--- config.mk ---
export PLATFORM = sky130hd
export DESIGN_NAME = rshift_pipe
export DESIGN_NICKNAME = d
export VERILOG_FILES = /design/src/rtl/rshift_pipe_pkg.sv /design/src/rtl/rshift_stage.sv /design/src/rtl/rshift_pipe.sv
export SDC_FILE = /design/constraint.sdc
export NUM_CORES = 1
export LEC_CHECK = 0
export CORE_MARGIN = 3
export CORE_UTILIZATION = 30
export DETAILED_ROUTE_END_ITERATION = 12
export SETUP_SLACK_MARGIN = 0.15
export SYNTH_ARGS = -nofsm -noshare
export SYNTH_HDL_FRONTEND = slang
export SYNTH_SLANG_ARGS = --single-unit
--- constraint.sdc ---
create_clock -name clk -period 1.3 [get_ports clk]
set_clock_uncertainty 0.15 [all_clocks]
set_input_delay 0.195 -clock clk [delete_from_list [all_inputs] [get_ports clk]]
set_output_delay 0.195 -clock clk [all_outputs]
set_load 0.05 [all_outputs]
--- src/rtl/rshift_pipe_pkg.sv ---
// ---------------------------------------------------------------------------
// rshift_pipe_pkg
// Shared ALU shift definitions: shift-kind decoding and a constant-foldable
// log2 helper used to size the shift pipeline.
// ---------------------------------------------------------------------------
package rshift_pipe_pkg;

    // Decoding of the in_arith control bit.
    typedef enum logic {
        SHIFT_LOGICAL = 1'b0,
        SHIFT_ARITH   = 1'b1
    } shift_kind_e;

    // Ceiling log2 of a width; usable in localparam expressions.
    function automatic int unsigned log2w(input int unsigned w);
        int unsigned r;
        r = 0;
        for (int unsigned i = 0; i < 32; i++) begin
            if ((32'd1 << i) < w) begin
                r = i + 1;
            end
        end
        return r;
    endfunction

endpackage : rshift_pipe_pkg

--- src/rtl/rshift_stage.sv ---
// ---------------------------------------------------------------------------
// rshift_stage
// One registered stage of the right barrel shifter. Conditionally shifts the
// upstream data right by 2^K, filling vacated bits with the captured fill
// bit, and carries the valid, fill and shift-amount bits alongside.
//
// Ports:
//   clk, rst   clock and synchronous active-high reset
//   adv        stage load enable (hold all registers when low)
//   up_valid   upstream valid bit
//   up_data    upstream data
//   up_fill    fill bit captured at acceptance
//   up_bits    full shift amount (only bit K is acted on here)
//   v, d, f, b registered valid, data, fill and shift-amount bits
// ---------------------------------------------------------------------------
module rshift_stage
    import rshift_pipe_pkg::*;
#(
    parameter int unsigned WIDTH  = 32,
    parameter int unsigned K      = 0,
    parameter int unsigned STAGES = log2w(WIDTH)
) (
    input  logic              clk,
    input  logic              rst,
    input  logic              adv,
    input  logic              up_valid,
    input  logic [WIDTH-1:0]  up_data,
    input  logic              up_fill,
    input  logic [STAGES-1:0] up_bits,
    output logic              v,
    output logic [WIDTH-1:0]  d,
    output logic              f,
    output logic [STAGES-1:0] b
);

    localparam int unsigned SH = 32'd1 << K;

    logic [WIDTH-1:0] fill_mask;
    logic [WIDTH-1:0] shifted;

    // Ones in the top SH bit positions: the bits vacated by the shift.
    assign fill_mask = ~({WIDTH{1'b1}} >> SH);

    // Shift by 2^K when this stage's amount bit is set.
    always_comb begin
        shifted = up_data;
        if (up_bits[K]) begin
            shifted = (up_data >> SH) | (up_fill ? fill_mask : '0);
        end
    end

    // Stage registers; reset wins over any advance.
    always_ff @(posedge clk) begin
        if (rst) begin
            v <= 1'b0;
            d <= '0;
            f <= 1'b0;
            b <= '0;
        end else if (adv) begin
            v <= up_valid;
            d <= shifted;
            f <= up_fill;
            b <= up_bits;
        end
    end

endmodule : rshift_stage

--- src/rtl/rshift_pipe.sv ---
// ---------------------------------------------------------------------------
// rshift_pipe
// Pipelined logical/arithmetic right barrel shifter with valid/ready
// handshakes on both sides. One registered stage per shift-amount bit;
// bubbles collapse so a stalled pipe still fills up to STAGES results.
//
// Ports:
//   clk, rst   clock and synchronous active-high reset
//   in_valid   operand valid
//   in_ready   operand accepted this cycle (combinational on out_ready/valids)
//   in_a       value to shift
//   in_b       shift amount (low STAGES bits used)
//   in_arith   1 = sign fill, 0 = zero fill
//   out_valid  out_s holds a result
//   out_ready  consumer takes the result this cycle
//   out_s      shifted result
// ---------------------------------------------------------------------------
module rshift_pipe
    import rshift_pipe_pkg::*;
#(
    parameter int unsigned WIDTH = 32
) (
    input  logic             clk,
    input  logic             rst,
    input  logic             in_valid,
    output logic             in_ready,
    input  logic [WIDTH-1:0] in_a,
    input  logic [WIDTH-1:0] in_b,
    input  logic             in_arith,
    output logic             out_valid,
    input  logic             out_ready,
    output logic [WIDTH-1:0] out_s
);

    localparam int unsigned STAGES = log2w(WIDTH);

    logic [STAGES-1:0] v;
    logic [STAGES-1:0] f;
    logic [STAGES-1:0] adv;
    logic [WIDTH-1:0]  d [STAGES];
    logic [STAGES-1:0] b [STAGES];

    shift_kind_e kind;
    logic        in_fill;

    // Fill bit is fixed at acceptance from the original operand's sign.
    assign kind    = shift_kind_e'(in_arith);
    assign in_fill = (kind == SHIFT_ARITH) && in_a[WIDTH-1];

    // Advance chain: a stage moves if it is empty or the one after it moves.
    always_comb begin
        adv             = '0;
        adv[STAGES-1]   = v[STAGES-1] ? out_ready : 1'b1;
        for (int k = int'(STAGES) - 2; k >= 0; k--) begin
            adv[k] = !v[k] || adv[k+1];
        end
    end

    assign in_ready  = adv[0];
    assign out_valid = v[STAGES-1];
    assign out_s     = d[STAGES-1];

    for (genvar k = 0; k < int'(STAGES); k++) begin : g_stage
        logic              up_valid;
        logic [WIDTH-1:0]  up_data;
        logic              up_fill;
        logic [STAGES-1:0] up_bits;

        if (k == 0) begin : g_head
            assign up_valid = in_valid;
            assign up_data  = in_a;
            assign up_fill  = in_fill;
            assign up_bits  = in_b[STAGES-1:0];
        end else begin : g_body
            assign up_valid = v[k-1];
            assign up_data  = d[k-1];
            assign up_fill  = f[k-1];
            assign up_bits  = b[k-1];
        end

        rshift_stage #(
            .WIDTH  (WIDTH),
            .K      (k),
            .STAGES (STAGES)
        ) u_stage (
            .clk      (clk),
            .rst      (rst),
            .adv      (adv[k]),
            .up_valid (up_valid),
            .up_data  (up_data),
            .up_fill  (up_fill),
            .up_bits  (up_bits),
            .v        (v[k]),
            .d        (d[k]),
            .f        (f[k]),
            .b        (b[k])
        );
    end

    // Tail fill/amount bits and the ignored high amount bits have no consumer.
    logic unused_bits;
    assign unused_bits = ^{f[STAGES-1], b[STAGES-1], in_b[WIDTH-1:STAGES]};

endmodule : rshift_pipe

After elaboration in Yosys (flattened, before gate mapping)
Cells that the tools add are included.
W data, S select, Z words.
{"block": "classes", "addsub": 0, "multipliers": 0, "n_div": 0, "order_cmp": 0, "eq_ne": 0, "n_shift": 0, "mux": 11, "bitwise": 5, "n_reduce_logical": 9}
{"cell": "$mux W32", "count": 10}
{"cell": "$or A16 B32 Y32", "count": 1}
{"cell": "$or A24 B32 Y32", "count": 1}
{"cell": "$or A28 B32 Y32", "count": 1}
{"cell": "$or A30 B32 Y32", "count": 1}
{"cell": "$or A31 B32 Y32", "count": 1}
{"cell": "$logic_not A1 Y1", "count": 4}
{"cell": "$logic_or A1 B1 Y1", "count": 4}
{"cell": "$logic_and A1 B1 Y1", "count": 1}
{"cell": "$mux W1", "count": 1}
{"block": "totals", "ff_bits": 189, "latch_bits": 0, "mem_bits_rw": 0, "romBits": 0, "inputBits": 69, "out_inout_bits": 34, "elab_cells": 43, "memories": 0}

Longest topological paths before layout
Gate-level depths: netlist (run 1).
{"block": "logic_depth", "ltp_word": 5, "mapped_depth": 5, "depth_no_buf": 4}

Hierarchy
From an unflattened synthesis (run 1), not the netlist that was laid out.
{"block": "hier_totals", "cells_unflattened": 837, "area_unflattened_um2": 8454.4}
{"mod": "rshift_stage (g_stage[0].u_stage ...)", "n_inst": 2, "cells_per_inst": 165, "area_each_um2": 1684.1, "seq_area_each_um2": 780.7}
{"mod": "rshift_stage (g_stage[2].u_stage)", "n_inst": 1, "cells_per_inst": 166, "area_each_um2": 1707.9, "seq_area_each_um2": 780.7}
{"mod": "rshift_stage (g_stage[3].u_stage)", "n_inst": 1, "cells_per_inst": 166, "area_each_um2": 1691.6, "seq_area_each_um2": 780.7}
{"mod": "rshift_stage (g_stage[4].u_stage)", "n_inst": 1, "cells_per_inst": 167, "area_each_um2": 1639.1, "seq_area_each_um2": 780.7}
{"mod": "rshift_pipe", "n_inst": 1, "cells_per_inst": 8, "area_each_um2": 47.5, "seq_area_each_um2": 0.0}

Worst setup path before layout (run 1)
No wires, ideal clock.
{"block": "synth_path", "path_type": "flip-flop to flip-flop", "startpoint": "reg g_stage[4].u_stage.v", "endpoint": "reg g_stage[0].u_stage.d[22]", "setup_ns": 0.081, "arrival_ns": 1.584, "t_required_ns": 1.069, "setup_slack_ns": -0.514, "stages_incl_launch_ff": 6, "n_path_buf": 1, "period_less_slack_ns": 1.814, "cell_sequence": "dfxtp_1 -> nand4b_4 -> nor2_4 -> inv_2 -> buf_6 -> a211oi_2"}
{"block": "synth_via", "elab_chain_cells": 5}
{"element": "start: declaration", "line": "rshift_stage.sv:30", "source": "output logic v,"}
{"element": "start signal: assignment", "line": "rshift_stage.sv:60", "source": "v <= up_valid;"}
{"element": "$mux W1", "line": "rshift_pipe.sv:53", "source": "adv[STAGES-1] = v[STAGES-1] ? out_ready : 1'b1;"}
{"element": "$logic_or A1 B1 Y1 (4 in a row)", "line": "rshift_pipe.sv:55", "source": "adv[k] = !v[k] || adv[k+1];"}
{"element": "named net in_ready", "line": "rshift_pipe.sv:26", "source": "output logic in_ready,"}
{"element": "end signal: assignment", "line": "rshift_stage.sv:61", "source": "d <= shifted;"}
{"element": "end: declaration", "line": "rshift_stage.sv:31", "source": "output logic [WIDTH-1:0] d,"}
The timed path passes the listed nets, and every way through them passes these cells.
A chain may end at the register's enable or synchronous reset.

Worst setup path after layout (run 1)
{"block": "layout_path", "startpoint": "reg g_stage[4].u_stage.v", "endpoint": "out in_ready"}
{"block": "layout_via", "elab_chain_cells": 5}
{"element": "$mux W1", "line": "rshift_pipe.sv:53"}
{"element": "$logic_or A1 B1 Y1 (4 in a row)", "line": "rshift_pipe.sv:55"}
{"element": "end: declaration", "line": "rshift_pipe.sv:26"}
Every way passes these cells.

==> metrics.csv, run 1 <==
metric,value,unit
Port-buffer cells,75,
Final setup viols,180,
vias in the first global route,6234,
Ys Warns,0,
Seq pwr share,47.4,%
H-tree Lvls,4,
synth unique cells,29,
layout cells sized above 1,47.9,%
Synth area leaders,"dfxtp_1 (46%), mux2i_1 (20%), a211oi_1 (12%)",
"Data arrival, critical path",1310,ps
Core Area,0.0254,mm^2
Mean Syn Cell Area,9.83,um^2
full die area,0.0280,mm^2
"Area growth, synth to finish",62.5,%
Layout Nets,971,
initial antenna violation count,0,
Critical Path Start Type,flip-flop,
unrepaired setup endpoints after global routing,yes,
Pint,9.55,mW
top-area cell type share of the netlist area,45.9,%
Final Hold Viols,0,
Final Util,50.0,%
Total Routing Usage GR,15.1,%
Final Critical Period,1650,ps
top-level I/O count,103,
n_diodes,0,
total gr overflow,0,
Root Buffer Master,clkbuf_16,
max cap viols,0,
min-delay worst type,in2reg,
CTS tree,yes,
Synth Net Count,864,
RD Place Congestion,0.726,
sequential fraction of the synthesis area,45.9,%
Crit path required time,950,ps
clock buffer depth,2,
critical-path cell list,nand4b_4 -> nor2_4 -> inv_4 -> buf_8,
# rows,58,
maximum vdd drop,0.000701,V
# clock sinks,179,
overall die height,167,um
crit end category,output pin,
Detail Placement HPWL,12700,um
die width,167,um
DR WL/cell,18.3,um
"Buf+Inv Stages, Crit Path",2,
DRC viols,0,
clk_lat worst skew,430,ps
final setup margin,-353,ps
largest net degree at the start of global routing,69,
clock transition at the registers of the reported paths,70,ps
WL final,22700,um
DRT iter0 DRCs,427,
final instance area,0.0127,mm^2
final slew viol count,0,
Crit Path Max Fanout,2,
cells after synthesis,795,
Main synth FF type,dfxtp_1,
Setup Crit Path Kind,reg2out,
leading area contributor after synthesis,dfxtp_1,
CP peak stage delay,370,ps
Post-synth top cells,"dfxtp_1 (179), mux2i_1 (157), a211oi_1 (127), nor2_1 (87), nor3_1 (63)",
power per cell area,994,mW/mm^2
CTS buffer count,17,
Worst Tran Pin Value,473,ps
drt pass-1 iters,6,
via-per-instance ratio,5.11,
Clk pwr share,43.5,%
Mapped Area,0.00781,mm^2
Synth async-reset ratio,0,%
violated checks,setup timing,
Tcrit/Tclk final,127,%
status,"complete, but fails checks",
Leak Pwr,4.51,nW
Via Count,6356,
highest-delay cell along the critical path,dfxtp_4,
Antenna Nets Post-Route,0,
Fillers,2194,
logic gate share of total power,9.1,%
cell family contributing the most delay on the critical path,flip-flops,
most frequent cell after synthesis,dfxtp_1,
Peak Freq,605,MHz
global-route wire length before repair,34400,um
Max-Slew Margin vs Limit,68.4,%
"flops & latches, synth",179,
Sw Share,24.4,%
placed cell areas,0.00989,mm^2
Initial Util,30.8,%
Psw,3.08,mW
Post-synth EDFFs,0,
metal layers:
metal  track usage (%)  share of wire [%]  vias up
met5                 0                  0        -
met4              3.59                1.2        0
met3              3.12                2.9       17
met2              24.3                 49       96
met1              20.9                 47     3099
li1                  -                  -     3144
logic make-up (layout without fill, tap and decap cells):
group	after synthesis	after routing	share of synthesized area [%]
simple gates	190	190	11.3
compound gates	182	182	17.4
flops	179	179	45.9
mux	157	157	20.1
buf+inv	87	207	5.33
cell type report:
class	instances	area, um^2	area share (%)
multi-input combinational	529	5290	41.7
sequential	179	3640	28.7
timing repair buffer	170	2700	21.2
clock buffer	22	484	3.82
tap	330	413	3.25
clock inverter	10	145	1.14
inverter	5	21.3	0.168
what timing repair did:
action,CTS,global route
hold buffers,1,0
cloned,15,8
pin swaps,39,89
endpoints found under the setup margin,212,213
gates resized for setup,162,163
buffers inserted,15,13
hold endpoints to repair,2,0
worst register-to-register path: cells and delay by family (launching register included):
kind	cells	cell delay [ps]
buffers and inverters	5	660
DFF	1	360
and+or+nand+nor	2	170
AOI/OAI and AO/OA	1	190
through the flow:
stage	setup slack, ps	setup TNS [ps]	instances	power, mW	hold WS [ps]
2_1_floorplan	-198	-12450	795	6.64	169
3_3_place_gp	-568	-81000	1161	7.08	298
3_5_place_dp	-606	-85410	1161	7.09	314
4_1_cts	-354	-38610	1224	12.6	64.4
5_1_grt	-408	-53560	1245	13.0	72.4
6_report	-353	-42820	1245	12.6	62.3
cell usage in the layout (no fill, tap or decap), types with 3 or more instances in the layout:
| cell type | count |
|---|---|
| a211oi_1 | 37 |
| a211oi_2 | 106 |
| a21oi_1 | 16 |
| buf_12 | 61 |
| buf_16 | 17 |
| buf_4 | 23 |
| buf_6 | 16 |
| buf_8 | 5 |
| bufinv_16 | 3 |
| clkbuf_16 | 24 |
| clkbuf_8 | 4 |
| clkdlybuf4s50_1 | 38 |
| dfxtp_1 | 140 |
| dfxtp_2 | 35 |
| dfxtp_4 | 4 |
| inv_1 | 4 |
| mux2i_1 | 157 |
| nand2_1 | 13 |
| nand2b_1 | 16 |
| nor2_1 | 29 |
| nor2_2 | 9 |
| nor2_4 | 51 |
| nor3_2 | 16 |
| nor3_4 | 46 |
| o21ai_0 | 12 |
| o21ai_1 | 5 |
path summary, 6_finish.rpt:
kind | cells past startpoint | endpoint | start | slack, ps
worst max-delay path | 4 | in_ready | g_stage[4].u_stage.v | -350
worst min-delay path | 3 | g_stage[1].u_stage.d[9] | rst | 60
worst max register to register | 8 | g_stage[3].u_stage.d[24] | g_stage[4].u_stage.v | -320
worst min register to register | 2 | g_stage[1].u_stage.b[4] | g_stage[1].u_stage.b[4] | 320
power by group through the flow:
stage | Sequential, mW | Combinational (mW) | Clock, mW
global placement | 6.03 | 1.05 | 0
detailed placement | 6.04 | 1.05 | 0
finish | 5.98 | 1.15 | 5.49
CTS | 5.95 | 1.09 | 5.55
global route | 6.01 | 1.24 | 5.78
floorplan | 6.02 | 0.621 | 0
state kept, by name (all words and copies together) (netlist names):
name               cells
g_stage.u_stage.f      4
g_stage.u_stage.d    160
g_stage.u_stage.v      5
g_stage.u_stage.b     10
Power figures use the tool's default switching activity.
==> inputs of run 2 (changes only) <==
--- a/config.mk
+++ b/config.mk
@@ -5,7 +5,6 @@
 export SDC_FILE = /design/constraint.sdc
 export NUM_CORES = 1
 export LEC_CHECK = 0
-export CORE_MARGIN = 3
 export CORE_UTILIZATION = 30
 export DETAILED_ROUTE_END_ITERATION = 12
 export SETUP_SLACK_MARGIN = 0.15
==> run 2 against run 1 <==
Compared with the run above:
- the flow still finishes with violations (setup timing)
- design area fell by 5.5%
- utilization fell by 2.6 points
- combinational power barely moved
- final cell count fell by 0.56%
- total power fell by 2.6%
- critical path type is now reg2reg
- highest routed layer unchanged
==> metrics.csv, run 2 (synthesis results as in run 1) <==
metric,value,unit,change
clock buffer depth,2,,unchanged
Worst Tran Pin Value,322,ps,-151 ps
DRC viols,0,,unchanged
Core Area,0.0253,mm^2,-0.29%
"Area growth, synth to finish",53.6,%,
most frequent cells in the layout,"mux2i_1 (157), dfxtp_1 (142), a211oi_2 (94), nor2_1 (61), buf_12 (59)",,
max FFs per register,160,,unchanged
unrepaired setup endpoints after global routing,yes,,
Final Hold Viols,0,,unchanged
n_diodes,0,,unchanged
DRT iter0 DRCs,344,,-19%
full die area,0.0267,mm^2,-4.7%
status,"complete, but fails checks",,
# rows,58,,unchanged
Antenna Nets Post-Route,0,,unchanged
Final setup viols,179,,-0.56%
# clock sinks,179,,unchanged
RD Place Congestion,0.716,,-1.5%
maximum vdd drop,0.000922,V,+31%
total negative slack,-50460,ps,-7640 ps
crit end category,flip-flop,,
WL final,21000,um,-7.6%
clk_lat worst skew,430,ps,about the same
# hold bufs at CTS,0,,-1
largest registers,"g_stage.u_stage.d: 160 flops, g_stage.u_stage.b: 10 flops, g_stage.u_stage.v: 5 flops",,
"Data arrival, critical path",1920,ps,+610 ps
drt pass-1 iters,5,,-1
Final Critical Period,1720,ps,+69.3 ps
final hold slack,10.4,ps,-51.9 ps
"most common cell after layout, fill and taps aside",mux2i_1,,
CTS buffer count,17,,unchanged
DR WL/cell,17.0,um,-7.1%
largest net degree at the start of global routing,61,,-12%
Max-Slew Margin vs Limit,77.9,%,+9.5 points
power per cell area,1020,mW/mm^2,+3.0%
Via Count,6216,,-2.2%
Tcrit/Tclk final,132,%,+5.3 points
Fillers,2283,,+4.1%
final setup margin,-422,ps,-69.3 ps
min-delay worst type,in2reg,,
Detail Placement HPWL,12500,um,-1.8%
Critical Path Start Type,flip-flop,,
initial antenna violation count,0,,unchanged
Port-buffer cells,75,,unchanged
Layout Nets,966,,-0.51%
Total Routing Usage GR,15.2,%,+0.074 points
die width,163,um,-2.4%
Leak Pwr,4.28,nW,-5.3%
max cap viols,0,,unchanged
Initial Util,30.8,%,+0.088 points
H-tree Lvls,4,,unchanged
Peak Freq,581,MHz,-4.0%
top-level I/O count,103,,unchanged
Crit path required time,1500,ps,+550 ps
Largest Register,g_stage.u_stage.d,,
total gr overflow,0,,unchanged
clock transition at the registers of the reported paths,70,ps,about the same
Crit Path Max Fanout,8,,+6
overall die height,163,um,-2.4%
via-per-instance ratio,5.02,,-1.6%
Setup Crit Path Kind,reg2reg,,
vias in the first global route,5865,,-5.9%
final slew viol count,0,,unchanged
global-route wire length before repair,31800,um,-7.6%
CTS tree,yes,,
layout cells sized above 1,42.3,%,-5.6 points
Root Buffer Master,clkbuf_16,,
violated checks,setup timing,,
-- run 2: area by class of cell --
| type | instances | area (um^2) | share of cell area, % |
|---|---|---|---|
| Clock buffer | 20 | 478 | 3.98 |
| Clock inverter | 10 | 120 | 1.00 |
| Inverter | 5 | 21.3 | 0.177 |
| Multi-Input combinational cell | 529 | 4880 | 40.7 |
| Sequential cell | 179 | 3640 | 30.3 |
| Tap cell | 330 | 413 | 3.44 |
| Timing Repair Buffer | 165 | 2450 | 20.4 |
-- run 2: layer usage --
layer,global-route usage [%],wire length [um],share of wire (%),up-vias
met2,23.2,9890,47,117
li1,-,-,-,3131
met1,21.6,10300,49,2957
met3,3.22,696,3.3,11
met5,0,0,0,-
met4,3.44,165,0.78,0
-- run 2: power breakdown --
group	leakage (nW)	switching [mW]	internal (mW)
combinational	2.50	0.544	0.578
clock	0.290	2.18	3.04
sequential	1.48	0.238	5.71
-- run 2: metrics by stage --
step | power, mW | setup slack, ps | cell area [um^2] | utilization (%) | cells
global route | 12.7 | -468 | 12000 | 47.4 | 1238
CTS | 12.4 | -349 | 11300 | 44.7 | 1213
global placement | 7.08 | -558 | 9980 | 39.4 | 1169
detailed placement | 7.09 | -588 | 9980 | 39.4 | 1169
finish | 12.3 | -422 | 12000 | 47.4 | 1238
floorplan | 6.64 | -198 | 8390 | - | 795
-- run 2: path summary, 6_finish.rpt --
path,from,end,slack [ps],cells past startpoint
worst min-delay path,rst,g_stage[0].u_stage.d[31],10,3
worst max register to register,g_stage[4].u_stage.v,g_stage[3].u_stage.d[17],-420,8
worst min register to register,g_stage[1].u_stage.b[4],g_stage[1].u_stage.b[4],310,2
worst max-delay path,g_stage[4].u_stage.v,g_stage[3].u_stage.d[17],-420,8
-- run 2: timing repair --
action	CTS	global route
hold endpoints to repair	0	0
setup endpoints to repair	211	213
gates cloned	8	9
pin swaps	16	20
gates resized for setup	101	110
setup buffers	6	16
-- run 2: worst max-delay path: stages (launching register included) --
cell and delay, ps:
dfxtp_4 360, buf_6 110, nand3b_1 130, buf_4 170, buf_6 120, buf_12 140, buf_6 120, buf_16 140
a211oi_2 190
==> inputs of run 3 (changes only) <==
--- a/config.mk
+++ b/config.mk
@@ -7,6 +7,7 @@
 export LEC_CHECK = 0
 export CORE_UTILIZATION = 30
 export DETAILED_ROUTE_END_ITERATION = 12
+export PLACE_DENSITY = 0.47
 export SETUP_SLACK_MARGIN = 0.15
 export SYNTH_ARGS = -nofsm -noshare
 export SYNTH_HDL_FRONTEND = slang
==> run 3 against run 2 <==
Compared with the run above:
- the flow still finishes with violations (setup timing)
- clock-buffer cell count increased by 2
- register-to-register slack improved by 90 ps
- combinational power about the same
- sequential share of layout area decreased by 0.65 points
- critical endpoint is now g_stage[0].u_stage.d[31]
- total power increased by 0.56%
- fmax increased by 5.8%
- largest power group unchanged
- hold slack improved by 110 ps
- sequential power about the same
- die area unchanged
- first-iteration DRC count decreased by 9.3%
==> metrics.csv, run 3 (synthesis results as in run 1) <==
metric,value,unit,change
Core Area,0.0253,mm^2,unchanged
Final setup viols,168,,-6.1%
top-level I/O count,103,,unchanged
initial antenna violation count,0,,unchanged
full die area,0.0267,mm^2,unchanged
Placed Instances,1157,,-1.0%
Final Util,48.1,%,+0.75 points
via-per-instance ratio,5.04,,+0.30%
layout cells sized above 1,42.2,%,-0.091 points
Detail Placement HPWL,13300,um,+6.6%
"Area growth, synth to finish",56.0,%,
total gr overflow,0,,unchanged
Clk pwr share,42.8,%,+0.3 points
# rows,58,,unchanged
Critical Path Start Type,flip-flop,,
maximum vdd drop,0.000622,V,-33%
violated checks,setup timing,,
status,"complete, but fails checks",,
Max-Slew Margin vs Limit,65.6,%,-12 points
DRC viols,0,,unchanged
Largest Register,g_stage.u_stage.d,,
logic gate share of total power,9.0,%,about the same
Sw Share,23.6,%,-0.50 points
final setup margin,-328,ps,+93.8 ps
clock buffer depth,2,,unchanged
Initial Util,30.8,%,unchanged
WL final,21900,um,+3.9%
clock transition at the registers of the reported paths,70,ps,about the same
Leak Pwr,4.29,nW,+0.29%
max FFs per register,160,,unchanged
min-delay worst type,in2reg,,
power per cell area,1010,mW/mm^2,-1.0%
largest net degree at the start of global routing,88,,+44%
crit end category,flip-flop,,
# clock sinks,179,,unchanged
clk_lat worst skew,430,ps,about the same
Psw,2.92,mW,-1.5%
Crit path required time,1510,ps,about the same
most frequent cells in the layout,"dfxtp_1 (160), mux2i_1 (157), a211oi_2 (107), buf_12 (61), nor2_1 (48)",,
critical-path cell list,nand4b_4 -> buf_4 -> buf_12 -> or4b_1 -> o21ai_1,,
CTS tree,yes,,
Tcrit/Tclk final,125,%,-7.2 points
area of the multi-input gates,0.00509,mm^2,+4.4%
Fillers,2221,,-2.7%
Reg area,0.00361,mm^2,-0.62%
Peak Freq,614,MHz,+5.8%
DR WL/cell,17.9,um,+5.4%
drt pass-1 iters,4,,-1
"most common cell after layout, fill and taps aside",dfxtp_1,,
H-tree Lvls,4,,unchanged
die width,163,um,unchanged
final std cells w/o fill,1221,,-1.4%
overall die height,163,um,unchanged
Port-buffer cells,75,,unchanged
Crit Path Max Fanout,5,,-3
RD Place Congestion,0.748,,+4.6%
Final Critical Period,1630,ps,-93.8 ps
Root Buffer Master,clkbuf_16,,
Total Routing Usage GR,17.0,%,+1.9 points
total power,12.4,mW,+0.56%
Worst Tran Pin Value,517,ps,+194 ps
DRT iter0 DRCs,312,,-9.3%
CTS buffer count,17,,unchanged
Antenna Nets Post-Route,0,,unchanged
highest-delay cell along the critical path,or4b_1,,
n_diodes,0,,unchanged
R2R setup slack,-330,ps,+90 ps
CP peak stage delay,510,ps,+150 ps
unrepaired setup endpoints after global routing,yes,,
"Data arrival, critical path",1840,ps,-80 ps
Seq pwr share,48.2,%,-0.2 points
global-route wire length before repair,35600,um,+12%
total negative slack,-33990,ps,+16470 ps
Setup Crit Path Kind,reg2reg,,
vias in the first global route,6408,,+9.3%
Final Hold Viols,0,,unchanged
Via Count,6149,,-1.1%
Pint,9.45,mW,+1.2%
largest registers,"g_stage.u_stage.d: 160 flops, g_stage.u_stage.b: 10 flops, g_stage.u_stage.v: 5 flops",,
final slew viol count,0,,unchanged
max cap viols,0,,unchanged
Layout Nets,949,,-1.8%
run 3: cell count changes in the layout (fill, tap and decap cells not counted), sizes merged, moves of 2 or more:
cell and delta:
buf -14, clkbuf -4, inv -3, bufbuf +2
run 3: worst max-delay path, delay by kind of cell (launching register included):
kind / cells / cell delay, ps
AOI/OAI and AO/OA: 1 / 80
buffers and inverters: 2 / 310
DFF: 1 / 370
and+or+nand+nor: 2 / 650
run 3: final timing paths:
path / startpoint / endpoint / depth (start not counted)
worst max-delay path: g_stage[4].u_stage.v / g_stage[0].u_stage.d[31] / 5
worst min-delay path: rst / g_stage[1].u_stage.d[17] / 3
worst max register to register: g_stage[4].u_stage.v / g_stage[0].u_stage.d[31] / 5
worst min register to register: g_stage[0].u_stage.b[4] / g_stage[1].u_stage.b[4] / 2
run 3: cell type report:
class | instances | area share, %
Timing Repair Buffer | 148 | 20.0
Inverter | 5 | 0.175
Tap cell | 330 | 3.39
Sequential cell | 179 | 29.7
Clock inverter | 8 | 1.04
Multi-Input combinational cell | 529 | 41.8
Clock buffer | 22 | 3.90
run 3: per-layer routing:
metal / up-vias / share of wire, % / GRT usage, %
met2: 110 / 49 / 28.6
met4: 0 / 1.0 / 4.25
li1: 3080 / - / -
met3: 16 / 2.8 / 3.00
met1: 2943 / 47 / 22.3
met5: - / 0 / 0
run 3: what timing repair did:
item / in CTS / in global routing
hold buffers: 1 / 0
endpoints found under the hold margin: 3 / 0
cloned: 16 / 2
buffers inserted: 13 / 2
setup endpoints to repair: 213 / 213
resized for setup: 199 / 52
pin swaps: 33 / 20
run 3: power by group through the flow:
stage	clock network (mW)	logic [mW]	registers (mW)
4_1_cts	5.39	1.09	5.96
3_3_place_gp	0	1.03	6.03
5_1_grt	5.63	1.20	5.99
2_1_floorplan	0	0.621	6.02
3_5_place_dp	0	1.04	6.04
6_report	5.29	1.11	5.96
run 3: stage by stage:
step           hold slack [ps]  worst slack (ps)  cell area [um^2]
2_1_floorplan              169              -198              8390
3_3_place_gp               291              -641              9860
3_5_place_dp               292              -686              9860
4_1_cts                    105              -379             11900
5_1_grt                    118              -375             12200
6_report                   116              -328             12200
